File: config.mk
export PLATFORM = sky130hd
export DESIGN_NAME = pc_fetch_unit
export DESIGN_NICKNAME = d
export VERILOG_FILES = /design/src/rtl/pc_fetch_unit.sv
export SDC_FILE = /design/constraint.sdc
export NUM_CORES = 1
export LEC_CHECK = 0
export CAP_MARGIN = 20
export CORE_ASPECT_RATIO = 0.6
export CORE_MARGIN = 3
export CORE_UTILIZATION = 42
export DETAILED_ROUTE_END_ITERATION = 10
export PLACE_DENSITY = 0.8
export REMOVE_ABC_BUFFERS = 1
export SLEW_MARGIN = 20
export SYNTH_ARGS = -nofsm -noshare
export SYNTH_HDL_FRONTEND = slang
export SYNTH_SLANG_ARGS = --single-unit
File: constraint.sdc
create_clock -name clk -period 3.1 [get_ports clk]
set_input_delay 0.775 -clock clk [delete_from_list [all_inputs] [get_ports clk]]
set_output_delay 0.775 -clock clk [all_outputs]
set_load 0.01 [all_outputs]
File: src/rtl/pc_fetch_unit.sv
// Program-counter and instruction-fetch sequencer: requests one word at the
// current PC, holds it for execution, then advances or halts on a fault.
module pc_fetch_unit #(
    parameter logic [31:0] RESET_PC = 32'h0000_3000,
    parameter int          TIMEOUT  = 255
) (
    input  logic        clk,
    input  logic        rst_n,
    input  logic [31:0] next_ins_addr,
    output logic [31:0] ins_addr,
    output logic        imem_req,
    output logic [31:0] imem_addr,
    input  logic        imem_ack,
    input  logic [31:0] imem_rdata,
    input  logic        stall,
    output logic [31:0] ins,
    output logic        ins_valid,
    output logic [31:0] inst_count,
    output logic [1:0]  err_code
);

    localparam int CW = (TIMEOUT > 255) ? $clog2(TIMEOUT + 1) : 8;

    localparam logic [1:0] ERR_NONE    = 2'b00;
    localparam logic [1:0] ERR_ALIGN   = 2'b01;
    localparam logic [1:0] ERR_TIMEOUT = 2'b10;

    typedef enum logic [1:0] {
        IDLE  = 2'd0,
        FETCH = 2'd1,
        EXEC  = 2'd2,
        HALT  = 2'd3
    } state_t;

    state_t          state;
    state_t          state_next;
    logic [CW-1:0]   wait_cnt;
    logic [31:0]     pc_q;
    logic [31:0]     ins_q;
    logic [31:0]     count_q;
    logic [1:0]      err_q;
    logic            timeout_hit;
    logic            next_aligned;

    // Handshake: a fetch completes on the rising edge where imem_req and
    // imem_ack are both high; imem_addr is held constant until then.
    assign timeout_hit  = (wait_cnt == CW'(TIMEOUT - 1));
    assign next_aligned = (next_ins_addr[1:0] == 2'b00);

    always_ff @(posedge clk) begin
        if (!rst_n) begin
            state <= IDLE;
        end else begin
            state <= state_next;
        end
    end

    always_comb begin
        state_next = state;
        case (state)
            IDLE:  state_next = FETCH;
            FETCH: begin
                if (imem_ack) begin
                    state_next = EXEC;
                end else if (timeout_hit) begin
                    state_next = HALT;
                end
            end
            EXEC: begin
                if (!stall) begin
                    state_next = next_aligned ? FETCH : HALT;
                end
            end
            HALT:    state_next = HALT;
            default: state_next = IDLE;
        endcase
    end

    always_comb begin
        imem_req  = 1'b0;
        ins_valid = 1'b0;
        case (state)
            FETCH:   imem_req  = 1'b1;
            EXEC:    ins_valid = 1'b1;
            default: begin
                imem_req  = 1'b0;
                ins_valid = 1'b0;
            end
        endcase
    end

    // Datapath registers only move in FETCH and EXEC; HALT freezes everything.
    always_ff @(posedge clk) begin
        if (!rst_n) begin
            pc_q     <= {RESET_PC[31:2], 2'b00};
            ins_q    <= 32'h0;
            count_q  <= 32'h0;
            err_q    <= ERR_NONE;
            wait_cnt <= '0;
        end else begin
            case (state)
                FETCH: begin
                    if (imem_ack) begin
                        ins_q    <= imem_rdata;
                        wait_cnt <= '0;
                    end else if (timeout_hit) begin
                        err_q <= ERR_TIMEOUT;
                    end else begin
                        wait_cnt <= wait_cnt + 1'b1;
                    end
                end
                EXEC: begin
                    if (!stall) begin
                        count_q <= count_q + 32'd1;
                        if (next_aligned) begin
                            pc_q <= next_ins_addr;
                        end else begin
                            err_q <= ERR_ALIGN;
                        end
                    end
                end
                default: begin
                    pc_q <= pc_q;
                end
            endcase
        end
    end

    assign ins_addr   = pc_q;
    assign imem_addr  = pc_q;
    assign ins        = ins_q;
    assign inst_count = count_q;
    assign err_code   = err_q;

endmodule

==> results_tabular.tex <==
\begin{tabular}{lr}
\hline
Metric & Value \\
\hline
\multicolumn{2}{l}{\textbf{Outcome}} \\
\quad Outcome & finished, final reports clean \\
\multicolumn{2}{l}{\textbf{Drt}} \\
\quad Total routed wirelength & 13900 um \\
\quad Total via count after detailed routing & 4663 \\
\quad Count of nets left with antenna violations after detail routing & 0 \\
\quad Number of DRC markers in iteration 0 & 321 \\
\quad DRC errors left & 0 \\
\quad Via count normalized by instance count & 5.37 \\
\quad WL/cell & 16.0 um \\
\quad Drt pass-1 iters & 5 \\
\multicolumn{2}{l}{\textbf{Synthesis}} \\
\quad Share of cell area taken by muxes after synthesis & 1.52\% \\
\quad Cell area after synthesis & 4610 um2 \\
\quad Unique cell type count in the Yosys netlist & 44 \\
\quad Number of synthesized register bits & 108 \\
\quad Cell count after synthesis & 574 \\
\quad Main combinational cell family by area after synthesis & simple AND/OR/NAND/NOR gates \\
\quad Xor/xnor share of the synthesized area & 1.33\% \\
\quad Post-Synth Simple-Gate Area & 25.2\% \\
\quad Sequential element share of the synthesized area & 46.9\% \\
\quad Top cell type's share of synthesized area & 46.9\% \\
\quad Synth warn & 0 \\
\quad Avg Inst Size Synth & 8.04 um2 \\
\quad Synthesized-area fraction occupied by ao, oa, aoi and oai cells & 15.1\% \\
\quad Fraction of the mapped netlist area in adder cells & 0.814\% \\
\quad Top cell type by total area after synthesis & sky130\_fd\_sc\_hd\_\_dfxtp\_1 \\
\quad Cells taking the most area after synthesis & sky130\_fd\_sc\_hd\_\_dfxtp\_1 (47\%), sky130\_fd\_sc\_hd\_\_nand2\_1 (12\%), sky130\_fd\_sc\_hd\_\_a21oi\_1 (8.9\%), sky130\_fd\_sc\_hd\_\_buf\_4 (5.2\%), sky130\_fd\_sc\_hd\_\_clkbuf\_1 (2.5\%) \\
\multicolumn{2}{l}{\textbf{Die}} \\
\quad Standard-cell row count & 28 \\
\quad Vertical die dimension & 87.2 um \\
\quad Standard cell core area & 10300 um2 \\
\quad Die Outline Area & 12300 um2 \\
\quad Initial cell density of the core & 44.9\% \\
\quad Boundary pin count & 200 \\
\quad Horiz. Die Dim & 141 um \\
\multicolumn{2}{l}{\textbf{Hold path}} \\
\quad Cells on Worst Hold Path & 2 \\
\quad Class of the most critical hold timing path & flop to flop \\
\multicolumn{2}{l}{\textbf{Setup path}} \\
\quad CP required & 3.36 ns \\
\quad Category of the worst setup path launch point & input port \\
\quad Largest delay contributor family on the critical path & simple AND/OR/NAND/NOR gates \\
\quad Slowest stage cell, crit path & sky130\_fd\_sc\_hd\_\_or4\_1 \\
\quad Crit-path max cell delay & 0.62 ns \\
\quad Number of gates on the worst path with buffers counted & 6 \\
\quad Worst Setup Path Type & input port to flop \\
\quad Buf+Inv Stages, Crit Path & 2 \\
\quad Critical path, cell by cell & clkdlybuf4s50\_1, or3b\_1, buf\_4, or4\_1, nor4\_1, mux2i\_1 \\
\quad Type of element capturing the critical path & flop \\
\quad Worst EP arrival & 2.97 ns \\
\quad Largest driver fanout on the critical path & 9 \\
\quad Number of cells on the worst reg-to-reg path & 5 \\
\multicolumn{2}{l}{\textbf{STA}} \\
\quad Post-route worst hold slack & 0.456 ns \\
\quad Total count of max-transition violations in the final report & 0 \\
\quad Final Setup Violations & 0 \\
\quad Worst clock skew & 0.00804 ns \\
\quad RSZ-0062 raised after global routing & false \\
\quad Final critical-path share of the clock period & 87.2\% \\
\quad Final worst path period need & 2.70 ns \\
\quad Hold Vio Cnt, Final & 0 \\
\quad Highest achievable clock rate & 370 MHz \\
\quad Worst-case headroom to the max-slew limit & 46.4\% \\
\quad Total negative setup slack & 0 ns \\
\quad Worst Tran Pin Value & 0.798 ns \\
\multicolumn{2}{l}{\textbf{Power and ir drop}} \\
\quad Power per cell area & 441 nW/um2 \\
\quad Peak VDD IR & 0.374 mV \\
\quad Leakage power of the design & 2.29 nW \\
\multicolumn{2}{l}{\textbf{Global route}} \\
\quad Vias in the first global route & 4513 \\
\quad Aggregate global routing overflow & 0 \\
\quad Pin count of the biggest net entering global routing & 91 \\
\quad Number of antenna violations at the first check in global routing & 0 \\
\quad Global-route wire length before repair & 22100 um \\
\quad Global Route Usage Sum & 22.1\% \\
\multicolumn{2}{l}{\textbf{Finish}} \\
\quad Total inserted antenna cells & 0 \\
\quad Layout-stage area growth over the synthesis result & 48.3\% \\
\quad Post-route cell area & 6840 um2 \\
\quad Final nets & 800 \\
\quad Final standard cell count with taps included and fillers excluded & 869 \\
\quad Share of final-layout standard cells stronger than drive strength 1 & 4.63\% \\
\multicolumn{2}{l}{\textbf{Placed design}} \\
\quad Detail Placement HPWL & 10100 um \\
\quad Post-placement cell area & 6500 um2 \\
\quad Count of input and output buffers & 199 \\
\quad Placed cells & 853 \\
\quad GPL Wtd Cong & 0.867 \\
\multicolumn{2}{l}{\textbf{Clock network}} \\
\quad Number of buffers inserted for hold repair after clock tree synthesis & 0 \\
\quad Count of buffers added by post-CTS timing repair for setup & 0 \\
\quad CTS Buffer Depth & 2 \\
\quad Clock root buffer & sky130\_fd\_sc\_hd\_\_clkbuf\_16 \\
\quad Maximum level of the CTS H-tree & 3 \\
\quad Post-cts gate resize count & 0 \\
\quad CTS clk-pin slew, worst paths & 0.07 ns \\
\quad TritonCTS clock tree & built \\
\quad Total CTS buffers & 9 \\
\quad Clock Sink Count & 108 \\
\quad Clock latency on the worst-skew pair & 0.34 ns \\
\multicolumn{2}{l}{\textbf{Job}} \\
\quad Max-capacitance violation count & 0 \\
\hline
\end{tabular}
==> logic make-up (layout without fill, tap and decap cells) <==
group	count (synthesis)	in the layout
and+or+nand+nor	248	248
AOI/OAI and AO/OA	122	122
DFF	108	108
buffers and inverters	79	239
xor gates and xnor gates	7	7
muxes	7	7
adders and majority gates	3	3
==> registers in the layout (all words and copies together), names as in the netlist <==
signal,count
inst_count,32
err_code,2
ins,32
imem_addr,32
state,2
wait_cnt,8
==> power by group <==
group	leakage, nW	internal [mW]	switching (mW)	total (mW)
clock	0.161	0.786	0.496	1.28
sequential	0.874	1.42	0.0222	1.44
combinational	1.25	0.166	0.132	0.298
==> routing by layer <==
layer | wire length [um] | part of all wire [%] | track usage (%)
met5 | 0 | 0 | 0
met4 | 178 | 1.3 | 5.63
met2 | 6680 | 48 | 36.8
met1 | 6020 | 43 | 28.8
met3 | 1030 | 7.4 | 5.70
==> cells in the mapped netlist <==
| cell type | number |
|---|---|
| sky130_fd_sc_hd__inv_2 | 1 |
| sky130_fd_sc_hd__inv_1 | 12 |
| sky130_fd_sc_hd__nor4_2 | 2 |
| sky130_fd_sc_hd__and4_1 | 3 |
| sky130_fd_sc_hd__a21oi_1 | 82 |
| sky130_fd_sc_hd__nand4_1 | 6 |
| sky130_fd_sc_hd__a22oi_1 | 1 |
| sky130_fd_sc_hd__or4_1 | 13 |
| sky130_fd_sc_hd__nand2b_1 | 9 |
| sky130_fd_sc_hd__or2_2 | 1 |
| sky130_fd_sc_hd__buf_4 | 32 |
| sky130_fd_sc_hd__o21a_1 | 2 |
| sky130_fd_sc_hd__dfxtp_1 | 108 |
| sky130_fd_sc_hd__a21o_1 | 1 |
| sky130_fd_sc_hd__nor4b_1 | 1 |
| sky130_fd_sc_hd__a41oi_1 | 3 |
| sky130_fd_sc_hd__mux2i_1 | 7 |
| sky130_fd_sc_hd__or3_1 | 7 |
| sky130_fd_sc_hd__ha_1 | 3 |
| sky130_fd_sc_hd__buf_2 | 3 |
| sky130_fd_sc_hd__nand2_1 | 151 |
| sky130_fd_sc_hd__o311ai_1 | 2 |
| sky130_fd_sc_hd__o311a_1 | 1 |
| sky130_fd_sc_hd__o31ai_1 | 10 |
| sky130_fd_sc_hd__and2_1 | 3 |
| sky130_fd_sc_hd__xor2_1 | 2 |
| sky130_fd_sc_hd__clkbuf_1 | 31 |
| sky130_fd_sc_hd__nor3_1 | 6 |
| sky130_fd_sc_hd__xnor2_1 | 5 |
| sky130_fd_sc_hd__o41ai_1 | 2 |
| sky130_fd_sc_hd__or3b_2 | 1 |
| sky130_fd_sc_hd__a2bb2oi_1 | 2 |
| sky130_fd_sc_hd__a31oi_1 | 3 |
| sky130_fd_sc_hd__nor4_1 | 5 |
| sky130_fd_sc_hd__a211oi_1 | 2 |
| sky130_fd_sc_hd__o21ai_0 | 10 |
| sky130_fd_sc_hd__nand3_1 | 17 |
| sky130_fd_sc_hd__or3b_1 | 1 |
| sky130_fd_sc_hd__and3_1 | 6 |
| sky130_fd_sc_hd__or2b_1 | 1 |
| sky130_fd_sc_hd__nor3b_2 | 1 |
| sky130_fd_sc_hd__nor2_1 | 13 |
| sky130_fd_sc_hd__nor2b_1 | 1 |
| sky130_fd_sc_hd__a41o_1 | 1 |
==> placed cells by master (no fill, tap or decap), drive strengths merged, types with 3 or more instances in the layout <==
master / synthesis / routed
dfxtp: 108 / 108
nor4: 7 / 7
clkbuf: 31 / 9
or3: 7 / 7
buf: 35 / 11
clkdlybuf4s50: 0 / 199
o31ai: 10 / 10
nand2: 151 / 151
ha: 3 / 3
and4: 3 / 3
and2: 3 / 3
nand3: 17 / 17
bufinv: 0 / 3
a41oi: 3 / 3
a31oi: 3 / 3
nand2b: 9 / 9
mux2i: 7 / 7
xnor2: 5 / 5
or4: 13 / 13
nand4: 6 / 6
nor3: 6 / 6
inv: 13 / 13
o21ai: 10 / 10
nor2: 13 / 13
a21oi: 82 / 82
and3: 6 / 6
==> worst paths after layout <==
check | startpoint | endpoint | slack, ns
setup / recovery | stall | inst_count[29] | 0.40
hold / removal | ins[21] | ins[21] | 0.46
setup reg to reg | state[0] | inst_count[29] | 0.83
hold reg to reg | ins[21] | ins[21] | 0.46
==> per-stage QoR <==
step / worst slack (ns) / total power, mW / utilization, %
global route: 0.290 / 3.13 / 66.7
detailed placement: 0.0606 / 1.77 / 63.3
finish: 0.396 / 3.02 / 66.7
CTS: 0.416 / 3.05 / 66.7
global placement: 0.0913 / 1.76 / 63.3
floorplan: -0.00424 / 1.57 / -
==> final cells by class <==
type                       instances  area [um2]
timing repair buffer             210        2090
fill                             828        3420
clock buffer                       9         225
inverter                          13        48.8
clock inverter                     7         115
sequential                       108        2160
tap                              135         169
multi-input combinational        387        2040
==> worst min-delay path: cells and delay by family (launching register included) <==
family	cells	cell delay, ns
DFF	1	0.31
AOI/OAI and AO/OA	1	0.05
and+or+nand+nor	1	0.05
(Power assumes the default switching activity.)
